===== config.mk =====
export PLATFORM = sky130hd
export DESIGN_NAME = ceespu_uart_tx
export DESIGN_NICKNAME = d
export VERILOG_FILES = /design/src/rtl/ceespu_uart_tx_pkg.sv /design/src/rtl/ceespu_sync_fifo.sv /design/src/rtl/ceespu_uart_tx.sv
export SDC_FILE = /design/constraint.sdc
export NUM_CORES = 1
export LEC_CHECK = 0
export BUFFER_PORTS_ARGS = -buffer_cell sky130_fd_sc_hd__buf_2
export CORE_ASPECT_RATIO = 2
export CORE_MARGIN = 2
export CORE_UTILIZATION = 45
export DETAILED_ROUTE_END_ITERATION = 8
export PLACE_DENSITY = 0.6
export SLEW_MARGIN = 20
export SYNTH_ARGS = -nofsm -noshare
export SYNTH_HDL_FRONTEND = slang
export SYNTH_SLANG_ARGS = --single-unit

===== constraint.sdc =====
create_clock -name I_clk -period 5.75 [get_ports I_clk]
set_input_delay 1.15 -clock I_clk [delete_from_list [all_inputs] [get_ports I_clk]]
set_output_delay 1.15 -clock I_clk [all_outputs]
set_load 0.02 [all_outputs]

===== src/rtl/ceespu_uart_tx_pkg.sv =====
// ceespu_uart_tx_pkg
// Shared constants for the ceespu UART blocks: register offsets (word index
// taken from dmem address bits [3:2]), STATUS bit positions, the 2-bit
// transmitter state encoding and a helper that packs the STATUS word.
// No ports; imported by ceespu_uart_tx.

package ceespu_uart_tx_pkg;

    // Register word offsets within the 16-byte window
    localparam logic [1:0] UART_TXDATA  = 2'd0;
    localparam logic [1:0] UART_STATUS  = 2'd1;
    localparam logic [1:0] UART_BAUDDIV = 2'd2;
    localparam logic [1:0] UART_CTRL    = 2'd3;

    // STATUS bit positions
    localparam int STATUS_BUSY      = 0;
    localparam int STATUS_FULL      = 1;
    localparam int STATUS_EMPTY     = 2;
    localparam int STATUS_OVF       = 3;
    localparam int STATUS_COUNT_LSB = 8;

    // Transmitter frame states
    typedef enum logic [1:0] {
        TX_IDLE  = 2'd0,
        TX_START = 2'd1,
        TX_DATA  = 2'd2,
        TX_STOP  = 2'd3
    } txState_t;

    // Assemble the STATUS read word from its individual fields
    function automatic logic [31:0] packStatus(input logic busy,
                                               input logic full,
                                               input logic empty,
                                               input logic ovf,
                                               input logic [7:0] count);
        logic [31:0] word;
        word = '0;
        word[STATUS_BUSY]                = busy;
        word[STATUS_FULL]                = full;
        word[STATUS_EMPTY]               = empty;
        word[STATUS_OVF]                 = ovf;
        word[STATUS_COUNT_LSB +: 8]      = count;
        return word;
    endfunction

endpackage


===== src/rtl/ceespu_sync_fifo.sv =====
// ceespu_sync_fifo
// Single-clock FIFO with show-ahead read (popData always presents the head).
// Intended for reuse by both the UART transmitter and a future receiver.
// Ports:
//   I_clk     in  1          clock, rising edge
//   I_rst_n   in  1          asynchronous active-low reset, empties the FIFO
//   push      in  1          write pushData (ignored when full unless popping)
//   pushData  in  WIDTH      data to enqueue
//   pop       in  1          remove the head entry (ignored when empty)
//   popData   out WIDTH      current head entry
//   full      out 1          DEPTH entries held
//   empty     out 1          no entries held
//   count     out log2(D)+1  number of entries held
// DEPTH must be a power of two so the pointers wrap naturally.

module ceespu_sync_fifo #(
    parameter int WIDTH = 8,
    parameter int DEPTH = 16
) (
    input  logic                     I_clk,
    input  logic                     I_rst_n,
    input  logic                     push,
    input  logic [WIDTH-1:0]         pushData,
    input  logic                     pop,
    output logic [WIDTH-1:0]         popData,
    output logic                     full,
    output logic                     empty,
    output logic [$clog2(DEPTH):0]   count
);

    localparam int AW = $clog2(DEPTH);

    logic [WIDTH-1:0] mem [DEPTH];
    logic [AW-1:0]    wrPtr;
    logic [AW-1:0]    rdPtr;
    logic [AW:0]      countReg;
    logic             doPush;
    logic             doPop;

    assign full    = (countReg == (AW+1)'(DEPTH));
    assign empty   = (countReg == '0);
    assign count   = countReg;
    assign popData = mem[rdPtr];

    // A push into a full FIFO is still accepted when the head leaves in the
    // same cycle, because the slot it frees is the one being written.
    assign doPush = push & (~full | pop);
    assign doPop  = pop & ~empty;

    // Storage is not reset; validity is tracked purely by the pointers.
    always_ff @(posedge I_clk) begin
        if (doPush) begin
            mem[wrPtr] <= pushData;
        end
    end

    // Pointer and occupancy bookkeeping
    always_ff @(posedge I_clk or negedge I_rst_n) begin
        if (!I_rst_n) begin
            wrPtr    <= '0;
            rdPtr    <= '0;
            countReg <= '0;
        end else begin
            if (doPush) begin
                wrPtr <= wrPtr + 1'b1;
            end
            if (doPop) begin
                rdPtr <= rdPtr + 1'b1;
            end
            case ({doPush, doPop})
                2'b10:   countReg <= countReg + 1'b1;
                2'b01:   countReg <= countReg - 1'b1;
                default: countReg <= countReg;
            endcase
        end
    end

endmodule


===== src/rtl/ceespu_uart_tx.sv =====
// ceespu_uart_tx
// Memory-mapped 8N1 UART transmitter on the ceespu data-memory port.
// Software pushes bytes into a TX FIFO; a serialiser drains it at a
// programmable bit period of BAUDDIV+1 clocks.
// Registers (word offsets in a 16-byte window at BASE_ADDR):
//   0x0 TXDATA  write pushes WData[7:0], reads 0
//   0x4 STATUS  [0] busy [1] full [2] empty [3] ovf (write 1 clears) [15:8] count
//   0x8 BAUDDIV [15:0], byte-lane writable
//   0xC CTRL    [0] irq_en, only with CEESPU_UART_IRQ_EN, otherwise reads 0
// Ports:
//   I_clk          in  1   system clock
//   I_rst_n        in  1   asynchronous active-low reset
//   I_dmemAddress  in  16  byte address
//   I_dmemWData    in  32  write data
//   I_dmemE        in  1   access enable
//   I_dmemWe       in  4   byte write enables, 0 means read
//   O_rdata        out 32  registered read data, 0 when not selected
//   O_txd          out 1   registered serial output, idle high
//   O_irq          out 1   registered TX-drained interrupt (CEESPU_UART_IRQ_EN only)
// Macro CEESPU_UART_IRQ_EN adds CTRL and O_irq.

module ceespu_uart_tx
    import ceespu_uart_tx_pkg::*;
#(
    parameter logic [15:0] BASE_ADDR   = 16'hFF00,
    parameter int          FIFO_DEPTH  = 16,
    parameter logic [15:0] BAUDDIV_RST = 16'd433
) (
    input  logic        I_clk,
    input  logic        I_rst_n,
    input  logic [15:0] I_dmemAddress,
    input  logic [31:0] I_dmemWData,
    input  logic        I_dmemE,
    input  logic [3:0]  I_dmemWe,
    output logic [31:0] O_rdata,
    output logic        O_txd
`ifdef CEESPU_UART_IRQ_EN
    ,
    output logic        O_irq
`endif
);

    localparam int CNT_W = $clog2(FIFO_DEPTH) + 1;

    logic             sel;
    logic [1:0]       regOffset;
    logic             isWrite;
    logic             txPush;
    logic             ovfClear;
    logic             baudWrLo;
    logic             baudWrHi;

    logic             fifoPop;
    logic [7:0]       fifoData;
    logic             fifoFull;
    logic             fifoEmpty;
    logic [CNT_W-1:0] fifoCount;
    logic [15:0]      countWide;

    logic             ovf;
    logic [15:0]      baudDiv;
    logic [31:0]      readValue;

    txState_t         state;
    txState_t         stateNext;
    logic [15:0]      baudCnt;
    logic [15:0]      baudCntNext;
    logic [2:0]       bitIdx;
    logic [2:0]       bitIdxNext;
    logic [7:0]       shiftReg;
    logic [7:0]       shiftNext;
    logic             txdNext;

    logic             unusedBits;

    // Address decode: one 16-byte window, word offset from bits [3:2]
    assign sel       = I_dmemE & (I_dmemAddress[15:4] == BASE_ADDR[15:4]);
    assign regOffset = I_dmemAddress[3:2];
    assign isWrite   = |I_dmemWe;

    assign txPush   = sel & isWrite & (regOffset == UART_TXDATA) & I_dmemWe[0];
    assign ovfClear = sel & isWrite & (regOffset == UART_STATUS) & I_dmemWe[0]
                      & I_dmemWData[STATUS_OVF];
    assign baudWrLo = sel & (regOffset == UART_BAUDDIV) & I_dmemWe[0];
    assign baudWrHi = sel & (regOffset == UART_BAUDDIV) & I_dmemWe[1];

    assign countWide  = 16'(fifoCount);
    assign unusedBits = ^{I_dmemAddress[1:0], I_dmemWData[31:16], countWide[15:8]};

    ceespu_sync_fifo #(
        .WIDTH (8),
        .DEPTH (FIFO_DEPTH)
    ) txFifo (
        .I_clk    (I_clk),
        .I_rst_n  (I_rst_n),
        .push     (txPush),
        .pushData (I_dmemWData[7:0]),
        .pop      (fifoPop),
        .popData  (fifoData),
        .full     (fifoFull),
        .empty    (fifoEmpty),
        .count    (fifoCount)
    );

    // Sticky overflow flag: set only when a byte is actually dropped, i.e.
    // the FIFO is full and the serialiser is not freeing a slot this cycle.
    always_ff @(posedge I_clk or negedge I_rst_n) begin
        if (!I_rst_n) begin
            ovf <= 1'b0;
        end else if (ovfClear) begin
            ovf <= 1'b0;
        end else if (txPush & fifoFull & ~fifoPop) begin
            ovf <= 1'b1;
        end
    end

    // Bit-period divisor; the serialiser samples it only at bit starts, so a
    // write in the middle of a bit takes effect from the following bit.
    always_ff @(posedge I_clk or negedge I_rst_n) begin
        if (!I_rst_n) begin
            baudDiv <= BAUDDIV_RST;
        end else begin
            if (baudWrLo) begin
                baudDiv[7:0] <= I_dmemWData[7:0];
            end
            if (baudWrHi) begin
                baudDiv[15:8] <= I_dmemWData[15:8];
            end
        end
    end

    // Frame state register; O_txd is registered from the next state so the
    // line level always lines up with the state that owns it.
    always_ff @(posedge I_clk or negedge I_rst_n) begin
        if (!I_rst_n) begin
            state    <= TX_IDLE;
            baudCnt  <= '0;
            bitIdx   <= '0;
            shiftReg <= '0;
            O_txd    <= 1'b1;
        end else begin
            state    <= stateNext;
            baudCnt  <= baudCntNext;
            bitIdx   <= bitIdxNext;
            shiftReg <= shiftNext;
            O_txd    <= txdNext;
        end
    end

    // Next-state logic. Every bit reloads the counter with BAUDDIV and ends
    // when it reaches zero, giving BAUDDIV+1 clocks per bit. IDLE lasts a
    // single cycle between back-to-back frames.
    always_comb begin
        stateNext   = state;
        baudCntNext = baudCnt;
        bitIdxNext  = bitIdx;
        shiftNext   = shiftReg;
        fifoPop     = 1'b0;

        case (state)
            TX_IDLE: begin
                if (!fifoEmpty) begin
                    fifoPop     = 1'b1;
                    shiftNext   = fifoData;
                    baudCntNext = baudDiv;
                    stateNext   = TX_START;
                end
            end
            TX_START: begin
                if (baudCnt == '0) begin
                    baudCntNext = baudDiv;
                    bitIdxNext  = '0;
                    stateNext   = TX_DATA;
                end else begin
                    baudCntNext = baudCnt - 16'd1;
                end
            end
            TX_DATA: begin
                if (baudCnt == '0) begin
                    baudCntNext = baudDiv;
                    if (bitIdx == 3'd7) begin
                        stateNext = TX_STOP;
                    end else begin
                        bitIdxNext = bitIdx + 3'd1;
                        shiftNext  = {1'b0, shiftReg[7:1]};
                    end
                end else begin
                    baudCntNext = baudCnt - 16'd1;
                end
            end
            TX_STOP: begin
                if (baudCnt == '0) begin
                    stateNext = TX_IDLE;
                end else begin
                    baudCntNext = baudCnt - 16'd1;
                end
            end
            default: begin
                stateNext = TX_IDLE;
            end
        endcase

        case (stateNext)
            TX_START: txdNext = 1'b0;
            TX_DATA:  txdNext = shiftNext[0];
            default:  txdNext = 1'b1;
        endcase
    end

`ifdef CEESPU_UART_IRQ_EN
    logic irqEn;
    logic ctrlWrite;

    assign ctrlWrite = sel & isWrite & (regOffset == UART_CTRL) & I_dmemWe[0];

    // Interrupt enable bit
    always_ff @(posedge I_clk or negedge I_rst_n) begin
        if (!I_rst_n) begin
            irqEn <= 1'b0;
        end else if (ctrlWrite) begin
            irqEn <= I_dmemWData[0];
        end
    end

    // Level interrupt raised once the transmitter has fully drained
    always_ff @(posedge I_clk or negedge I_rst_n) begin
        if (!I_rst_n) begin
            O_irq <= 1'b0;
        end else begin
            O_irq <= irqEn & fifoEmpty & (state == TX_IDLE);
        end
    end
`endif

    // Read mux for the selected register
    always_comb begin
        readValue = '0;
        case (regOffset)
            UART_STATUS:  readValue = packStatus(state != TX_IDLE, fifoFull,
                                                 fifoEmpty, ovf, countWide[7:0]);
            UART_BAUDDIV: readValue = {16'h0000, baudDiv};
`ifdef CEESPU_UART_IRQ_EN
            UART_CTRL:    readValue = {31'h0, irqEn};
`endif
            default:      readValue = '0;
        endcase
    end

    // Registered read port; zero when unselected so the SoC can OR buses
    always_ff @(posedge I_clk or negedge I_rst_n) begin
        if (!I_rst_n) begin
            O_rdata <= '0;
        end else begin
            O_rdata <= (sel & ~isWrite) ? readValue : '0;
        end
    end

endmodule


### After elaboration in Yosys (flattened, before gate mapping)

Memory sizes are Yosys's and may differ from the RTL's.
Cells that the tools add are included.

| storage, ports and cells | value |
|---|---|
| register bits | 92 |
| RAM bits | 128 |
| output and inout port bits | 33 |
| logic and storage cells | 99 |
| memories kept | 1 |

Memory list:

| name | words | bits a word | rd ports | clocked after Yosys merged registers in | wr ports | RTL line | text |
|---|---|---|---|---|---|---|---|
| txFifo.mem | 16 | 8 | 1 | 0 | 1 | ceespu_sync_fifo.sv:33 | `logic [WIDTH-1:0] mem [DEPTH];` |

| cells by class | value |
|---|---|
| add/subtract/negate cells | 6 |
| equality and inequality tests | 17 |
| mux-type cells | 28 |
| bitwise gates (word level) | 20 |
| reductions and logical operators | 14 |

Operators with widths:

| cell | number |
|---|---|
| 16-bit two-way mux | 3 |
| 16-bit case mux with 3 select lines | 1 |
| 32-bit two-way mux | 1 |
| 16-bit case mux with 2 select lines | 1 |
| 8-bit two-way mux | 3 |
| 16-bit logical NOT | 1 |
| 8-bit case mux with 2 select lines | 1 |
| 16-bit by 1-bit subtractor with 16-bit output, second input constant | 1 |
| 1-bit AND | 15 |
| 12-bit == test, second input constant | 1 |
| 2-bit == test, second input constant | 5 |
| 2-bit two-way mux | 5 |
| 2-bit inequality test, second input constant | 5 |
| 5-bit case mux with 2 select lines | 1 |
| 2-bit nonzero test | 5 |
| 3-bit two-way mux | 3 |
| 4-bit by 1-bit adder with 4-bit output, second input constant | 2 |
| 2-bit by 1-bit == test with 1-bit output, second input constant | 4 |
| 2-bit case mux with 4 select lines | 1 |
| 4-bit AND reduction | 2 |
| 1-bit two-way mux | 6 |
| 3-bit case mux with 2 select lines | 1 |
| 5-bit by 1-bit adder with 5-bit output, second input constant | 1 |
| 5-bit == test, second input constant | 1 |
| 11 further kinds | 15 |

### Depth between registers and ports, before layout

Gate-level depths: netlist (run 1).

| logic depth | value |
|---|---|
| depth in word-level cells | 9 |
| depth in mapped cells | 15 |
| gate-level depth less buffers | 13 |

### Cells and area by module

Synthesis (run 1) repeated with hierarchy kept, for this count alone.

| second synthesis, totals | value |
|---|---|
| cells, all modules | 651 |
| area, all modules | 9253.9 µm² |

Modules (own cells, without submodules):

| module | times used | cells each | area an instance (µm²) | sequential area each (µm²) |
|---|---|---|---|---|
| ceespu_sync_fifo | 1 | 327 | 5811.8 | 4169.0 |
| ceespu_uart_tx | 1 | 324 | 3442.1 | 1584.0 |

### Worst setup path before layout (run 1)

No wires, ideal clock.

| timing | value |
|---|---|
| path type | input to register |
| from | in I_dmemAddress[5] |
| to | reg txFifo.countReg[4] (netlist: txFifo.count[4]) |
| setup time | 129 ps |
| data arrival time | 3337 ps |
| data required time | 5621 ps |
| slack | 2284 ps |
| stages | 14 |
| path through | nor4_1 -> nand3_1 -> nor3_2 -> and4b_1 -> buf_2 -> inv_2 -> ha_1 -> xor2_1 -> ha_1 -> nand3_1 -> o21ai_0 -> a222oi_1 -> nor2_1 -> xor2_1 |

| on the way | value |
|---|---|
| longest elaborated chain between the ends | 8 |

RTL lines:

| element | RTL line | text |
|---|---|---|
| from (decl) | ceespu_uart_tx.sv:31 | `input logic [15:0] I_dmemAddress,` |
| 12-bit == test * | ceespu_uart_tx.sv:77 | `assign sel = I_dmemE & (I_dmemAddress[15:4] == BASE_ADDR[15:4]);` |
| 1-bit AND * | ceespu_uart_tx.sv:77 |  |
| 1-bit AND * (3 in series) | ceespu_uart_tx.sv:81 | `assign txPush = sel & isWrite & (regOffset == UART_TXDATA) & I_dmemWe[0];` |
| 1-bit AND * | ceespu_sync_fifo.sv:47 | `assign doPush = push & (~full \| pop);` |
| 2-bit by 1-bit == test with 1-bit output or 2-bit == test (tied branches) | ceespu_sync_fifo.sv:70 | `case ({doPush, doPop})` |
| 5-bit case mux with 2 select lines or 2-bit nonzero test (tied branches) | -- |  |
| to (signal assigned) | ceespu_sync_fifo.sv:71 | `2'b10: countReg <= countReg + 1'b1;` |
| to (signal assigned) | ceespu_sync_fifo.sv:72 | `2'b01: countReg <= countReg - 1'b1;` |
| to (signal assigned) | ceespu_sync_fifo.sv:73 | `default: countReg <= countReg;` |
| to (decl) | ceespu_sync_fifo.sv:36 | `logic [AW:0] countReg;` |

Mark *: on every way between the ends. The rest lies on a longest branch, timed or not.
A chain may end at the register's enable or synchronous reset.

### Final worst setup path (run 1)

Ends and elaborated chain as after synthesis.

==> summary.txt, run 1 <==
Floorplanning
  – Die area: 21600 um^2
  – Io pins: 88
  – Core ar.: roughly 20000 um^2
  – Initial Util: 46.0%
  – Die H: 206 um
  – Die Wd: 105 um
  – Site Rows: 73

Route
  – DRT Pass-1 Iters: 5
  – Wire per inst: 21.4 um
  – Via density: 5.66
  – First DRT Iteration DRCs: roughly 370
  – DRC: 0
  – Drt total wl: 21.1 mm
  – ANT nets after route: 0
  – DR vias: about 5600

GRT
  – Vias in the first global route: 6054
  – First-pass GRT wire length: 33.6 mm
  – Initial antenna violation count: 0
  – Total GRT Usage: 20.3%
  – Gr ovfl total: 0
  – Largest net degree at the start of global routing: 77

Clocking
  – H-tree Lvls: 1
  – Root Buffer: clkbuf_16
  – Total CTS buffers: 19
  – CTS sink count: 204
  – Reg clk slew, reported paths: 0.06 ns
  – Cts repair resizes: 0
  – Clock Latency Late Sink: between 0.4 and 0.5 ns
  – Setup bufs post-CTS: 0
  – CTS Hold Bufs: 0
  – CTS tree: yes
  – CTS max path bufs: 3

Critical path
  – R2R depth: 11
  – Crit Path Max Fanout: 7
  – Flop2flop setup slack: 2.52 ns
  – Worst R2R Start: txFifo.count[1]
  – Element type at the critical path start: input port
  – CP required: about 6.1 ns
  – Reg2Reg Capture Point: txFifo.count[4]
  – Type of the worst setup path: input port to flop
  – Data arrival time of the worst path: 3.89 ns
  – Critical path endpoint category: flop

Yosys
  – Compound-gate portion of the synthesized area: 6.85%
  – Synthesis-stage register bit count: 204
  – Synth Instances: 667
  – Synthesized-area fraction occupied by adder cells: 2.46%
  – Synth unique cells: 67
  – Synthesized area per cell: 13.7 um^2
  – Ys Warns: 0
  – Mux cell area share after synthesis: a little over a tenth
  – Number of synthesized flops with an enable pin: roughly 130
  – XOR/XNOR share of the synthesized area: 1.34%
  – Post-Synth Simple-Gate Area: 12.4%
  – Main combinational cell family by area after synthesis: simple AND/OR/NAND/NOR gates
  – Seq/Total Area, Yosys: 62.8%
  – Synth Cell Area: between 9000 and 10000 um^2
  – Post-synth ARST share: 37.3%
  – Top_reg_cell synth: edfxtp_1

Worst hold path
  – Worst hold endpoint: shiftReg[2]
  – Hold WC Path Type: flop to flop
  – Worst hold path startpoint: shiftReg[2]
  – Worst Hold Path Cells: 2

Layout
  – Non-Filler Instances: 988
  – Number of fill cells: 1746
  – # diodes: 0
  – Area delta synth->final: 11.5%
  – Area taken by multi-input logic gates: 3140 um^2
  – Storage cell area: around 5800 um^2
  – Layout cells sized above 1: 21.3%
  – # nets final: 787

STA
  – Slew @ Worst Pin: 1.04 ns
  – Setup TNS: 0 ns
  – Worst Skew: 0.0156 ns
  – Min Tclk post-route: about 3.5 ns
  – Slew Limit Fails: 0
  – Max-slew headroom: 30.5%
  – Worst setup margin: 2.22 ns
  – Final Hold Vio Count: 0
  – Period Utilization, post-route: roughly 60%
  – Max Freq: 0.283 GHz
  – RSZ-0062 raised after global routing: false
  – Final setup violation count: 0

Place
  – Dpl ws: 1.72 ns
  – IO Port Bufs: 53
  – Final weighted congestion in routability-driven placement: between 0.8 and 0.9
  – Dpl hpwl: 15.4 mm
  – Placed insts: 954

Job
  – Number of max-cap violations: 0

Power
  – Power per Cell Area: 470 nW/um^2
  – P_leak: about 0.0039 uW
  – Worst IR drop on VDD: ~0.26 mV

Status
  – Status: completed
cell type report:
cell class / count / share of cell area (%)
clock buffer: 22 / 4.77
clock inverter: 11 / 1.24
inverter: 16 / 0.588
multi-input combinational: 416 / 30.7
sequential: 204 / 56.4
tap: 262 / 3.21
timing repair buffer: 57 / 3.11
metrics by stage:
step | hold WS (ns) | power (uW) | util (%) | area, um^2
detailed placement | 0.483 | 3560 | 48.1 | 9570
global route | 0.543 | 5080 | 51.3 | 10200
global placement | 0.477 | 3510 | 48.1 | 9570
CTS | 0.497 | 4830 | 51.1 | 10200
finish | 0.495 | 4800 | 51.3 | 10200
floorplan | 0.462 | 3130 | - | 9210
report_power, final:
| part | internal, uW | total, uW | switching, uW |
|---|---|---|---|
| Sequential | 1680 | 1930 | 244 |
| Combinational | 669 | 1600 | 931 |
| Clock | 740 | 1270 | 532 |
cell usage after synthesis (all sizes together), types with 3 or more instances:
cell type    n  area [um^2]
nand2       73          277
o21ai       28          151
nor2        32          120
or3          5         36.3
o31ai        4         30.0
mux2        20          229
mux2i       11          110
a22oi       11         82.6
a22o         3         26.3
nor4        10         90.1
a221o        4         40.0
o211ai       3         22.5
edfxtp     128         3840
clkbuf      15         56.3
a31oi        5         46.3
buf         31          208
and2        24          150
nand4        9         56.3
or4          5         37.5
xor2         5         43.8
nand3       36          180
mux4        28          631
a21oi       14         70.1
dfstp        6          158
ha          18          225
nor3b        4         40.0
xnor2        9         78.8
dfrtp       70         1750
nor3        13         80.1
inv         15         56.3
per-layer routing:
layer  GRT usage [%]  part of all wire, %  up-vias  routed length [um]
met3            1.96                  2.9       55                 611
met4            9.62                  4.7        0                 993
li1                -                    -     2566                   -
met1            20.2                   34     2824                7210
met2            40.9                   58      144               12300
met5               0                    0        -                   0
worst max path at each step:
stage,to,startpoint,slack [ns],cells after the start
2_1_floorplan,txFifo.count[4],I_dmemAddress[5],2.28,14
3_5_place_dp,txFifo.count[4],I_dmemAddress[5],1.72,14
4_1_cts,txFifo.count[4],I_dmemAddress[5],2.22,14
6_report,txFifo.count[4],I_dmemAddress[5],2.22,14
3_3_place_gp,txFifo.count[4],I_dmemAddress[5],1.79,14
5_1_grt,txFifo.count[4],I_dmemAddress[5],1.95,14
worst max-delay path: stages:
cell and delay (ns):
buf_2 0.10, nor4_1 0.26, nand3_1 0.12, nor3_2 0.38, and4b_1 0.49, inv_2 0.12
ha_1 0.25, xor2_1 0.16, ha_1 0.22, nand3_1 0.08, o21ai_0 0.08, a222oi_1 0.23
nor2_1 0.10, xor2_1 0.15
logic make-up after synthesis:
kind of cell	after synthesis
simple gates	219
flops	204
fa+ha+maj	18
xor+xnor	14
mux	59
compound gates	90
buf+inv	62
other cells	1
registers in the layout, summed over array words and instances (netlist names), 2 cells and up:
| signal | flops |
|---|---|
| txFifo.rdPtr | 4 |
| state | 2 |
| txFifo.count | 5 |
| bitIdx | 3 |
| shiftReg | 8 |
| O_rdata | 16 |
| baudDiv | 16 |
| baudCnt | 16 |
| txFifo.mem | 128 |
| txFifo.wrPtr | 4 |
cell usage in the layout, fill, tap and decap left out, types with 3 or more instances in the layout:
cell type | netlist | routed
ha_1 | 18 | 18
nand3_1 | 36 | 36
o21ai_0 | 26 | 26
edfxtp_1 | 128 | 128
nand4_1 | 9 | 9
mux2_2 | 19 | 19
clkbuf_1 | 15 | 3
nor3_2 | 3 | 3
conb_1 | 1 | 16
buf_4 | 17 | 4
bufinv_16 | 0 | 3
inv_1 | 14 | 14
nand2_1 | 72 | 72
a31oi_1 | 4 | 4
clkinv_2 | 0 | 3
buf_2 | 10 | 52
or3_1 | 4 | 4
mux2i_1 | 11 | 11
o211ai_1 | 3 | 3
nor4_1 | 7 | 7
clkbuf_16 | 0 | 19
dfrtp_1 | 70 | 69
and2_1 | 24 | 24
or4_1 | 5 | 5
nor3_1 | 10 | 10
xor2_1 | 5 | 5
nor2_1 | 32 | 32
clkinv_1 | 1 | 4
a221o_1 | 4 | 4
a21oi_1 | 14 | 14
xnor2_1 | 9 | 9
mux4_2 | 28 | 28
o31ai_1 | 4 | 4
dfstp_2 | 6 | 6
a22oi_1 | 11 | 11
a22o_1 | 3 | 3
No activity file was read; power rests on OpenSTA's default activity.
==> run 2: changes to the inputs <==
--- a/config.mk
+++ b/config.mk
@@ -10,7 +10,7 @@
 export CORE_MARGIN = 2
 export CORE_UTILIZATION = 45
 export DETAILED_ROUTE_END_ITERATION = 8
-export PLACE_DENSITY = 0.6
+export PLACE_DENSITY = 0.63
 export SLEW_MARGIN = 20
 export SYNTH_ARGS = -nofsm -noshare
 export SYNTH_HDL_FRONTEND = slang
==> constraint.sdc (replaced) <==
create_clock -name I_clk -period 2.83 [get_ports I_clk]
set_input_delay 0.566 -clock I_clk [delete_from_list [all_inputs] [get_ports I_clk]]
set_output_delay 0.566 -clock I_clk [all_outputs]
set_load 0.02 [all_outputs]
==> run 2 against run 1 <==
Compared with the run above: clock power grew 100%; critical path depth decreased by 3; sequential cell count unchanged; combinational power is 150% higher; die area is the same; largest cell class unchanged; count of clock-buffer cells in the layout up 1; setup slack worse by 2.2 ns; register-to-register slack lost 2.5 ns; utilization is 3.3 points higher.
==> summary.txt, run 2 (same netlist as run 1, synthesis figures left out) <==
Critical path
  – Reg2Reg Capture Point: txFifo.count[4]
  – CP dominant cell by count: nor2_1
  – Crit-path max cell delay: 0.56 ns (+0.07 ns)
  – Slowest CP cell: or4_4
  – Flop2flop setup slack: 0.06 ns (-2.46 ns)
  – R2R depth: 11 (unchanged)
  – Critical Path, Cell by Cell: or4_4 -> nor3b_4 -> and4b_2 -> inv_4 -> ha_4 -> xor2_2 -> ha_2 -> nor2_1 -> a222oi_1 -> nor2_1 -> xor2_1
  – Element type at the critical path start: flop
  – Critical path endpoint category: flop
  – CP required: 3.21 ns (-2.90 ns)
  – Type of the worst setup path: flop to flop
  – Worst R2R Start: txFifo.count[2]
  – Data arrival time of the worst path: 3.15 ns (-0.74 ns)
  – Crit Path Max Fanout: 3 (-4)
  – CP startpoint: txFifo.count[2]

Floorplanning
  – Die Wd: 105 um (unchanged)
  – Io pins: 88 (unchanged)
  – Core ar.: 19900 um^2 (unchanged)
  – Initial Util: 46.0% (unchanged)
  – Die area: 21600 um^2 (unchanged)
  – Site Rows: 73 (unchanged)
  – Die H: 206 um (unchanged)

Clocking
  – CTS Hold Bufs: 0 (unchanged)
  – Root Buffer: clkbuf_16
  – Clock Latency Late Sink: 0.49 ns (about the same)
  – CTS tree: yes
  – Reg clk slew, reported paths: 0.07 ns (about the same)
  – H-tree Lvls: 1 (unchanged)
  – CTS max path bufs: 3 (unchanged)
  – Total CTS buffers: 20 (+1)
  – CTS sink count: 204 (unchanged)

STA
  – Period Utilization, post-route: 97.8%
  – Max Freq: 0.361 GHz
  – Setup TNS: 0 ns (unchanged)
  – Slew @ Worst Pin: 0.993 ns (-0.0492 ns)
  – Final setup violation count: 0 (unchanged)
  – Slew Limit Fails: 0 (unchanged)
  – Max-slew headroom: 33.7% (+3.1 points)
  – RSZ-0062 raised after global routing: true
  – Worst Skew: 0.0147 ns (-0.000951 ns)
  – Final Hold Vio Count: 0 (unchanged)
  – Worst setup margin: 0.0619 ns (-2.16 ns)
  – Min Tclk post-route: 2.77 ns

Layout
  – Non-Filler Instances: 1041 (+5.4%)
  – # nets final: 838 (+6.5%)
  – Max reg flops: 128 (unchanged)
  – Number of fill cells: 1698 (-2.7%)
  – Area delta synth->final: 18.7%
  – Final Core Density: 54.6% (+3.3 points)
  – Largest register by flop count: txFifo.mem
  – Layout cells sized above 1: 27.9% (+6.5 points)
  – Most common cell after layout, fill and taps aside: edfxtp_1
  – Commonest cells after routing, fill and taps aside: 128 x edfxtp_1, 72 x nand2_1, 69 x dfrtp_1
  – # diodes: 0 (unchanged)

Route
  – Wire per inst: 21.4 um (about the same)
  – DRT Pass-1 Iters: 6 (+1)
  – DRC: 0 (unchanged)
  – Drt total wl: 22.2 mm (+5.4%)
  – First DRT Iteration DRCs: 306 (-17%)
  – DR vias: 5754 (+3.0%)
  – Via density: 5.53 (-2.3%)
  – ANT nets after route: 0 (unchanged)

Power
  – P_leak: 0.00424 uW (+7.8%)
  – Worst IR drop on VDD: 0.579 mV (+120%)
  – Power per Cell Area: 944 nW/um^2 (+100%)

GRT
  – Vias in the first global route: 6153 (+1.6%)
  – Total GRT Usage: 20.8% (+0.52 points)
  – First-pass GRT wire length: 33.9 mm (+1.1%)
  – Initial antenna violation count: 0 (unchanged)
  – Gr ovfl total: 0 (unchanged)
  – Largest net degree at the start of global routing: 40 (-48%)

Worst hold path
  – Hold WC Path Type: input port to asynchronous set/reset pin

Place
  – IO Port Bufs: 53 (unchanged)
  – Final weighted congestion in routability-driven placement: 0.870 (+2.6%)
  – Placed insts: 1002 (+5.0%)
  – Dpl ws: -0.104 ns (-1.83 ns)
  – Dpl hpwl: 16.5 mm (+7.2%)

Job
  – Number of max-cap violations: 0 (unchanged)

Status
  – Status: completed
run 2: cell count changes in the layout (fill, tap and decap cells not counted), sizes merged:
cell and delta:
buf +50, bufinv -2, clkbuf +1, clkinvlp +3
inv +1
run 2: layout make-up:
class | instances | area [um^2] | area share [%]
Clock inverter | 13 | 109 | 1.00
Tap cell | 262 | 328 | 3.02
Clock buffer | 23 | 533 | 4.91
Multi-Input combinational cell | 416 | 3180 | 29.2
Sequential cell | 204 | 5750 | 53.0
Inverter | 16 | 62.6 | 0.576
Timing Repair Buffer | 107 | 902 | 8.30
run 2: worst max-delay path by stage:
| stage | to | slack (ns) | cells past startpoint |
|---|---|---|---|
| 2_1_floorplan | txFifo.count[4] | 0.002 | 14 |
| 3_3_place_gp | txFifo.count[4] | -0.07 | 14 |
| 3_5_place_dp | txFifo.count[4] | -0.10 | 14 |
| 4_1_cts | txFifo.count[4] | 0.04 | 11 |
| 5_1_grt | txFifo.count[3] | -0.02 | 12 |
| 6_report | txFifo.count[4] | 0.06 | 11 |
run 2: repair_timing:
action                                  4_1_cts  5_1_grt
setup buffers                                 0        3
resized for setup                             0        8
endpoints found under the setup margin        0        2
hold endpoints to repair                      0        0
run 2: routing by layer:
layer	global-route usage, %	wire length (um)	vias up
met1	19.4	7250	2892
met5	0	0	-
met4	9.05	957	0
met3	2.38	734	48
li1	-	-	2665
met2	43.6	13300	149
run 2: power breakdown:
group / internal (uW) / switching, uW / leakage (uW)
logic: 1690 / 2300 / 0.00181
registers: 3420 / 280 / 0.00213
clock network: 1460 / 1110 / 0.000300
run 2: worst max-delay path, delay by kind of cell, from the launching register on:
kind	cells	cell delay, ns
AO/OA/AOI/OAI	1	0.30
buffers and inverters	1	0.07
flip-flops	1	0.38
adder cells (fa/ha/maj)	2	0.36
XOR/XNOR	2	0.29
AND/OR/NAND/NOR	5	1.25
run 2: stage by stage:
stage | area (um^2) | hold WS (ns) | total power [uW]
after floorplan | 9250 | 0.270 | 6390
after global placement | 10200 | 0.475 | 7510
after detailed placement | 10200 | 0.493 | 7630
after CTS | 10800 | 0.0524 | 10200
after global routing | 10900 | 0.0811 | 10800
final | 10900 | 0.0492 | 10300
